<file path="config.mk">
export PLATFORM = sky130hd
export DESIGN_NAME = seq_alu_flat
export DESIGN_NICKNAME = d
export VERILOG_FILES = /design/src/rtl/seq_alu_pkg.sv /design/src/rtl/seq_alu_if.sv /design/src/rtl/seq_alu_mul.sv /design/src/rtl/seq_alu.sv /design/src/flat_wrapper.sv
export SDC_FILE = /design/constraint.sdc
export NUM_CORES = 1
export LEC_CHECK = 0
export ABC_CLOCK_PERIOD_IN_PS = 3000
export CORE_MARGIN = 2
export CORE_UTILIZATION = 48
export DETAILED_ROUTE_END_ITERATION = 6
export PLACE_DENSITY_LB_ADDON = 0.3
export REMOVE_ABC_BUFFERS = 1
export SLEW_MARGIN = 20
export SYNTH_ARGS = -nofsm -noshare
export SYNTH_HDL_FRONTEND = slang
export SYNTH_SLANG_ARGS = --single-unit
</file>
<file path="constraint.sdc">
create_clock -name clk -period 3 [get_ports clk]
set_input_delay 0.6 -clock clk [delete_from_list [all_inputs] [get_ports clk]]
set_output_delay 0.6 -clock clk [all_outputs]
set_load 0.01 [all_outputs]
</file>
<file path="src/rtl/seq_alu_pkg.sv">
// Shared op encodings and FSM state type for the sequential ALU.
// Op 8 (MUL) is only decoded when SEQ_ALU_MUL_EN is defined.
package seq_alu_pkg;

  typedef enum logic [3:0] {
    OP_ADD = 4'd0,
    OP_SUB = 4'd1,
    OP_NOT = 4'd2,
    OP_AND = 4'd3,
    OP_OR  = 4'd4,
    OP_XOR = 4'd5,
    OP_SLT = 4'd6,
    OP_EQ  = 4'd7,
    OP_MUL = 4'd8
  } op_e;

  typedef enum logic [1:0] {
    IDLE = 2'd0,
    CALC = 2'd1,
    DONE = 2'd2
  } state_e;

endpackage

</file>
<file path="src/rtl/seq_alu_if.sv">
// Request/response bundle for seq_alu: operands and op in, result and flags out.
// Valid/ready on both sides; master is the requester/consumer.
interface seq_alu_if #(parameter int WIDTH = 4);

  logic             in_valid;
  logic             in_ready;
  logic [WIDTH-1:0] a;
  logic [WIDTH-1:0] b;
  logic [3:0]       op;
  logic             out_valid;
  logic             out_ready;
  logic [WIDTH-1:0] result;
  logic             cf;
  logic             of;
  logic             zf;

  modport master (
    output in_valid, a, b, op, out_ready,
    input  in_ready, out_valid, result, cf, of, zf
  );

  modport slave (
    input  in_valid, a, b, op, out_ready,
    output in_ready, out_valid, result, cf, of, zf
  );

endinterface

</file>
<file path="src/rtl/seq_alu_mul.sv">
// Unsigned shift-add multiplier: WIDTH iterations, first one folded into the start cycle,
// so done is high WIDTH-1 cycles after start; no backpressure, product held until next start.
module seq_alu_mul #(
  parameter int WIDTH = 4
) (
  input  logic               clk,
  input  logic               rst,
  input  logic               start,
  input  logic [WIDTH-1:0]   a,
  input  logic [WIDTH-1:0]   b,
  output logic               done,
  output logic [2*WIDTH-1:0] product
);

  localparam int CW = $clog2(WIDTH);

  logic               busy;
  logic [CW-1:0]      cnt;
  logic [2*WIDTH-1:0] acc;
  logic [2*WIDTH-1:0] mcand;
  logic [WIDTH-1:0]   mplier;

  always_ff @(posedge clk) begin
    if (rst) begin
      busy   <= 1'b0;
      cnt    <= '0;
      acc    <= '0;
      mcand  <= '0;
      mplier <= '0;
    end else if (start) begin
      busy   <= 1'b1;
      cnt    <= CW'(WIDTH - 1);
      acc    <= b[0] ? {{WIDTH{1'b0}}, a} : '0;
      mcand  <= {{(WIDTH-1){1'b0}}, a, 1'b0};
      mplier <= b >> 1;
    end else if (busy) begin
      if (cnt == '0) begin
        busy <= 1'b0;
      end else begin
        if (mplier[0]) acc <= acc + mcand;
        mcand  <= mcand << 1;
        mplier <= mplier >> 1;
        cnt    <= cnt - 1'b1;
      end
    end
  end

  assign done    = busy && (cnt == '0);
  assign product = acc;

endmodule

</file>
<file path="src/rtl/seq_alu.sv">
// Sequential ALU with valid/ready handshake: ALU ops 1 cycle, MUL (SEQ_ALU_MUL_EN) WIDTH+1 cycles.
// One op in flight; result and flags hold in DONE until out_ready, in_ready only in IDLE.
module seq_alu
  import seq_alu_pkg::*;
#(
  parameter int WIDTH = 4
) (
  input  logic     clk,
  input  logic     rst,
  seq_alu_if.slave bus
);

  state_e           state;
  logic [WIDTH-1:0] res_q;
  logic             cf_q, of_q, zf_q;
  logic             out_valid_q, in_ready_q;

  logic [WIDTH-1:0] alu_res;
  logic             alu_cf, alu_of;
  logic [WIDTH:0]   sum, diff;

  always_comb begin
    sum     = {1'b0, bus.a} + {1'b0, bus.b};
    diff    = {1'b0, bus.a} - {1'b0, bus.b};
    alu_res = '0;
    alu_cf  = 1'b0;
    alu_of  = 1'b0;
    case (op_e'(bus.op))
      OP_ADD: begin
        alu_res = sum[WIDTH-1:0];
        alu_cf  = sum[WIDTH];
        alu_of  = (bus.a[WIDTH-1] == bus.b[WIDTH-1]) && (sum[WIDTH-1] != bus.a[WIDTH-1]);
      end
      OP_SUB: begin
        alu_res = diff[WIDTH-1:0];
        alu_cf  = diff[WIDTH];
        alu_of  = (bus.a[WIDTH-1] != bus.b[WIDTH-1]) && (diff[WIDTH-1] != bus.a[WIDTH-1]);
      end
      OP_NOT:  alu_res = ~bus.a;
      OP_AND:  alu_res = bus.a & bus.b;
      OP_OR:   alu_res = bus.a | bus.b;
      OP_XOR:  alu_res = bus.a ^ bus.b;
      OP_SLT:  alu_res = {{(WIDTH-1){1'b0}}, ($signed(bus.a) < $signed(bus.b))};
      OP_EQ:   alu_res = {{(WIDTH-1){1'b0}}, (bus.a == bus.b)};
      default: alu_res = '0;
    endcase
  end

`ifdef SEQ_ALU_MUL_EN
  logic               mul_start, mul_done;
  logic [2*WIDTH-1:0] mul_prod;

  assign mul_start = (state == IDLE) && bus.in_valid && (bus.op == OP_MUL);

  seq_alu_mul #(.WIDTH(WIDTH)) u_mul (
    .clk     (clk),
    .rst     (rst),
    .start   (mul_start),
    .a       (bus.a),
    .b       (bus.b),
    .done    (mul_done),
    .product (mul_prod)
  );
`endif

  always_ff @(posedge clk) begin
    if (rst) begin
      state       <= IDLE;
      res_q       <= '0;
      cf_q        <= 1'b0;
      of_q        <= 1'b0;
      zf_q        <= 1'b0;
      out_valid_q <= 1'b0;
      in_ready_q  <= 1'b1;
    end else begin
      case (state)
        IDLE: begin
          if (bus.in_valid) begin
            in_ready_q <= 1'b0;
`ifdef SEQ_ALU_MUL_EN
            if (bus.op == OP_MUL) state <= CALC; else
`endif
            begin
              state       <= DONE;
              out_valid_q <= 1'b1;
              res_q       <= alu_res;
              cf_q        <= alu_cf;
              of_q        <= alu_of;
              zf_q        <= (alu_res == '0);
            end
          end
        end
        CALC: begin
`ifdef SEQ_ALU_MUL_EN
          if (mul_done) begin
            state       <= DONE;
            out_valid_q <= 1'b1;
            res_q       <= mul_prod[WIDTH-1:0];
            cf_q        <= 1'b0;
            of_q        <= |mul_prod[2*WIDTH-1:WIDTH];
            zf_q        <= (mul_prod[WIDTH-1:0] == '0);
          end
`else
          state      <= IDLE;
          in_ready_q <= 1'b1;
`endif
        end
        DONE: begin
          if (bus.out_ready) begin
            state       <= IDLE;
            out_valid_q <= 1'b0;
            in_ready_q  <= 1'b1;
          end
        end
        default: begin
          state       <= IDLE;
          out_valid_q <= 1'b0;
          in_ready_q  <= 1'b1;
        end
      endcase
    end
  end

  assign bus.in_ready  = in_ready_q;
  assign bus.out_valid = out_valid_q;
  assign bus.result    = res_q;
  assign bus.cf        = cf_q;
  assign bus.of        = of_q;
  assign bus.zf        = zf_q;

endmodule

</file>
<file path="src/flat_wrapper.sv">
// flat-port wrapper written by rule: the top's interface ports become plain ports
module seq_alu_flat import seq_alu_pkg::*;
#(
  parameter int WIDTH = 4
)
  (clk, rst, bus_in_valid, bus_a, bus_b, bus_op, bus_out_ready, bus_in_ready, bus_out_valid, bus_result, bus_cf, bus_of, bus_zf);
  seq_alu_if #(.WIDTH(WIDTH)) bus_i ();
  input  logic clk;
  input  logic rst;
  input wire logic [$bits(bus_i.in_valid)-1:0] bus_in_valid;
  input wire logic [$bits(bus_i.a)-1:0] bus_a;
  input wire logic [$bits(bus_i.b)-1:0] bus_b;
  input wire logic [$bits(bus_i.op)-1:0] bus_op;
  input wire logic [$bits(bus_i.out_ready)-1:0] bus_out_ready;
  output wire logic [$bits(bus_i.in_ready)-1:0] bus_in_ready;
  output wire logic [$bits(bus_i.out_valid)-1:0] bus_out_valid;
  output wire logic [$bits(bus_i.result)-1:0] bus_result;
  output wire logic [$bits(bus_i.cf)-1:0] bus_cf;
  output wire logic [$bits(bus_i.of)-1:0] bus_of;
  output wire logic [$bits(bus_i.zf)-1:0] bus_zf;
  assign bus_i.in_valid = bus_in_valid;
  assign bus_i.a = bus_a;
  assign bus_i.b = bus_b;
  assign bus_i.op = bus_op;
  assign bus_i.out_ready = bus_out_ready;
  assign bus_in_ready = bus_i.in_ready;
  assign bus_out_valid = bus_i.out_valid;
  assign bus_result = bus_i.result;
  assign bus_cf = bus_i.cf;
  assign bus_of = bus_i.of;
  assign bus_zf = bus_i.zf;
  seq_alu #(.WIDTH(WIDTH)) u_core (.clk(clk), .rst(rst), .bus(bus_i));
endmodule
</file>
==> flow_summary.toml <==
[logic_synthesis]
synth_edf_count = 0
seq_area_frac_synth_pct = 18.6
synth_ff_type = "dfxtp_1"
netlist_area_sq_um = 970
synth_cells = 125
yosys.area.top_type_share_pct = 18.6
yosysTopAreaCell = "dfxtp_1"
synth-seq-cells = 9
yosys_warnings = 0
yosysMostFrequentCell = "inv_1"
avgSynthCellArea_sq_um = 7.76
synth.distinct_cells = 42
synthTopCellsByArea = "dfxtp_1 (19%), ha_1 (15%), inv_1 (5.8%)"
ys_async_sr_fraction_pct = 0
netlist_top_cells_count = "inv_1 (15), ha_1 (12), nand2_1 (11)"

[grt]
grt-ovfl-total = 0
grt_pass1_wl_um = 4400
grt_usage_pct = 23.3
grt_pass1_vias = 1011
antenna_found_initial = 0
grt_max_degree = 11

[clock_network]
postCtsSetupBuffers = 0
insertion_delay_ns = 0.26
cts.clk_slew.worst_paths_ns = 0.06
cts_sinks = 9
hold_buffers = 0
clk_path_buf_depth = 2
htree_levels = 1
cts_buffers = 3
cts_tree = "built"
root_buffer = "clkbuf_4"
post_cts_resized = 0

[timing]
period_share_pct = 91.7
slew_headroom_pct = 60.7
tightestPinTransition_ns = 0.586
final_max_slew_viol_count = 0
tns_ns = 0
timing.fmax_mhz = 364
rsz0062_at_grt = "false"
fin_skew_ns = 0.00593
finalHoldViolCount = 0
fin_crit_ns = 2.75
setup_ws_ns = 0.250
setup_violations = 0

[hold_path]
min_path_type = "flop to flop"

[detailed_routing]
wire_per_inst_um = 13.9
drt-pass1-iter-count = 4
ant_nets = 0
drc = 0
drtIter0Drc = 46
drt-total-wl_um = 2490
viasPerCell = 5.89
vias = 1054

[critical_path]
critPathLaunchType = "primary input"
cp_max_fo = 3
critPathSlowestCell = "clkdlybuf4s50_1"
end_kind = "flop"
crit_chain = "clkdlybuf4s50_1 -> inv_1 -> ha_1 -> fa_1 -> o21bai_1 -> o22ai_2 -> o31ai_1 -> a41oi_1 -> o41ai_1"
arrival_ns = 2.91
path_class = "primary input to flop"
reg2reg_setup_slack_ns = 1.52
slowest_delay_ns = 0.50
cp_data_required_time_ns = 3.16

[finish]
num_antenna_cells = 0
fillers = 189
area_growth_pct = 30.5
final_util_pct = 65.1
drive_gt1_share_pct = 7.89
final_nets = 183

[place]
globalplace.congestion = 0.888
io_buffers = 24
place_ws_ns = 0.0139
dp_hpwl_um = 2100

[run_status]
outcome = "finished, final reports clean"

[floorplanning]
die-area_sq_um = 2400
start_util_pct = 49.9
die-width_um = 48.9
core_area_sq_um = 1940
ios = 25
die_height_um = 48.9
core.rowCount = 16

[pwr]
p_leak_nw = 0.540
power_uw = 380
power_density_nw_per_um2 = 301
peakVddDrop_mv = 0.135

[job]
max_cap_violations = 0
-- worst max-delay path, delay by kind of cell --
family | cells | cell delay [ns]
buffers and inverters | 2 | 0.57
adder cells (fa/ha/maj) | 2 | 0.66
AO/OA/AOI/OAI | 5 | 1.07
-- layout by cell type, fill, tap and decap left out, types with 5 or more instances in the layout --
master / synthesis / routed
a21oi_1: 9 / 9
clkdlybuf4s50_1: 0 / 24
dfxtp_1: 9 / 9
ha_1: 12 / 12
inv_1: 15 / 15
nand2_1: 11 / 11
nor3_1: 5 / 5
o21ai_0: 5 / 5
-- sequential cells by signal, indices dropped and copies added, names as in the netlist --
signal,cells
u_core.bus.of,1
u_core.bus.result,4
u_core.bus.cf,1
u_core.bus.zf,1
u_core.bus.out_valid,1
u_core.bus.in_ready,1
-- kinds of logic (layout without fill, tap and decap cells) --
logic type | Yosys count | after routing | share of synthesized area [%]
and+or+nand+nor | 41 | 41 | 22.5
AOI/OAI and AO/OA | 40 | 40 | 29.0
buffers and inverters | 20 | 47 | 9.42
adders and majority gates | 14 | 14 | 19.6
DFF | 9 | 9 | 18.6
xor gates and xnor gates | 1 | 1 | 0.903
-- stage by stage --
step / cells / instance area, sq um / hold WS (ns)
after floorplan: 120 / 935 / 0.470
after global placement: 175 / 1240 / 0.444
after detailed placement: 175 / 1240 / 0.456
after CTS: 179 / 1260 / 0.464
after global routing: 179 / 1260 / 0.492
final: 179 / 1260 / 0.461
-- power by group --
| group | internal, mW | switching, mW | total, mW | leakage, nW |
|---|---|---|---|---|
| clock network | 0.0512 | 0.0415 | 0.0927 | 0.0150 |
| registers | 0.127 | 0.00477 | 0.132 | 0.0740 |
| logic | 0.0758 | 0.0794 | 0.155 | 0.451 |
-- path summary, 6_finish.rpt --
| check | depth (start not counted) | start | to |
|---|---|---|---|
| worst max-delay path | 9 | bus_a[0] | u_core.bus.zf$_SDFFE_PP0P_ |
| worst min-delay path | 2 | u_core.bus.result[0]$_SDFFE_PP0P_ | u_core.bus.result[0]$_SDFFE_PP0P_ |
| worst max register to register | 5 | u_core.bus.out_valid$_SDFFE_PP0P_ | u_core.bus.zf$_SDFFE_PP0P_ |
| worst min register to register | 2 | u_core.bus.result[0]$_SDFFE_PP0P_ | u_core.bus.result[0]$_SDFFE_PP0P_ |
-- area by class of cell --
class	count	area [sq um]	share of cell area (%)
Tap cell	27	33.8	2.67
Timing Repair Buffer	28	270	21.4
Sequential cell	9	180	14.2
Clock buffer	4	26.3	2.08
Multi-Input combinational cell	96	698	55.2
Inverter	15	56.3	4.45
-- routing by layer --
metal | global-route usage, % | wire (um)
met1 | 26.2 | 963
met2 | 44.3 | 1280
met5 | 0 | 0
met3 | 2.76 | 192
met4 | 8.57 | 55
(Power assumes the default switching activity.)
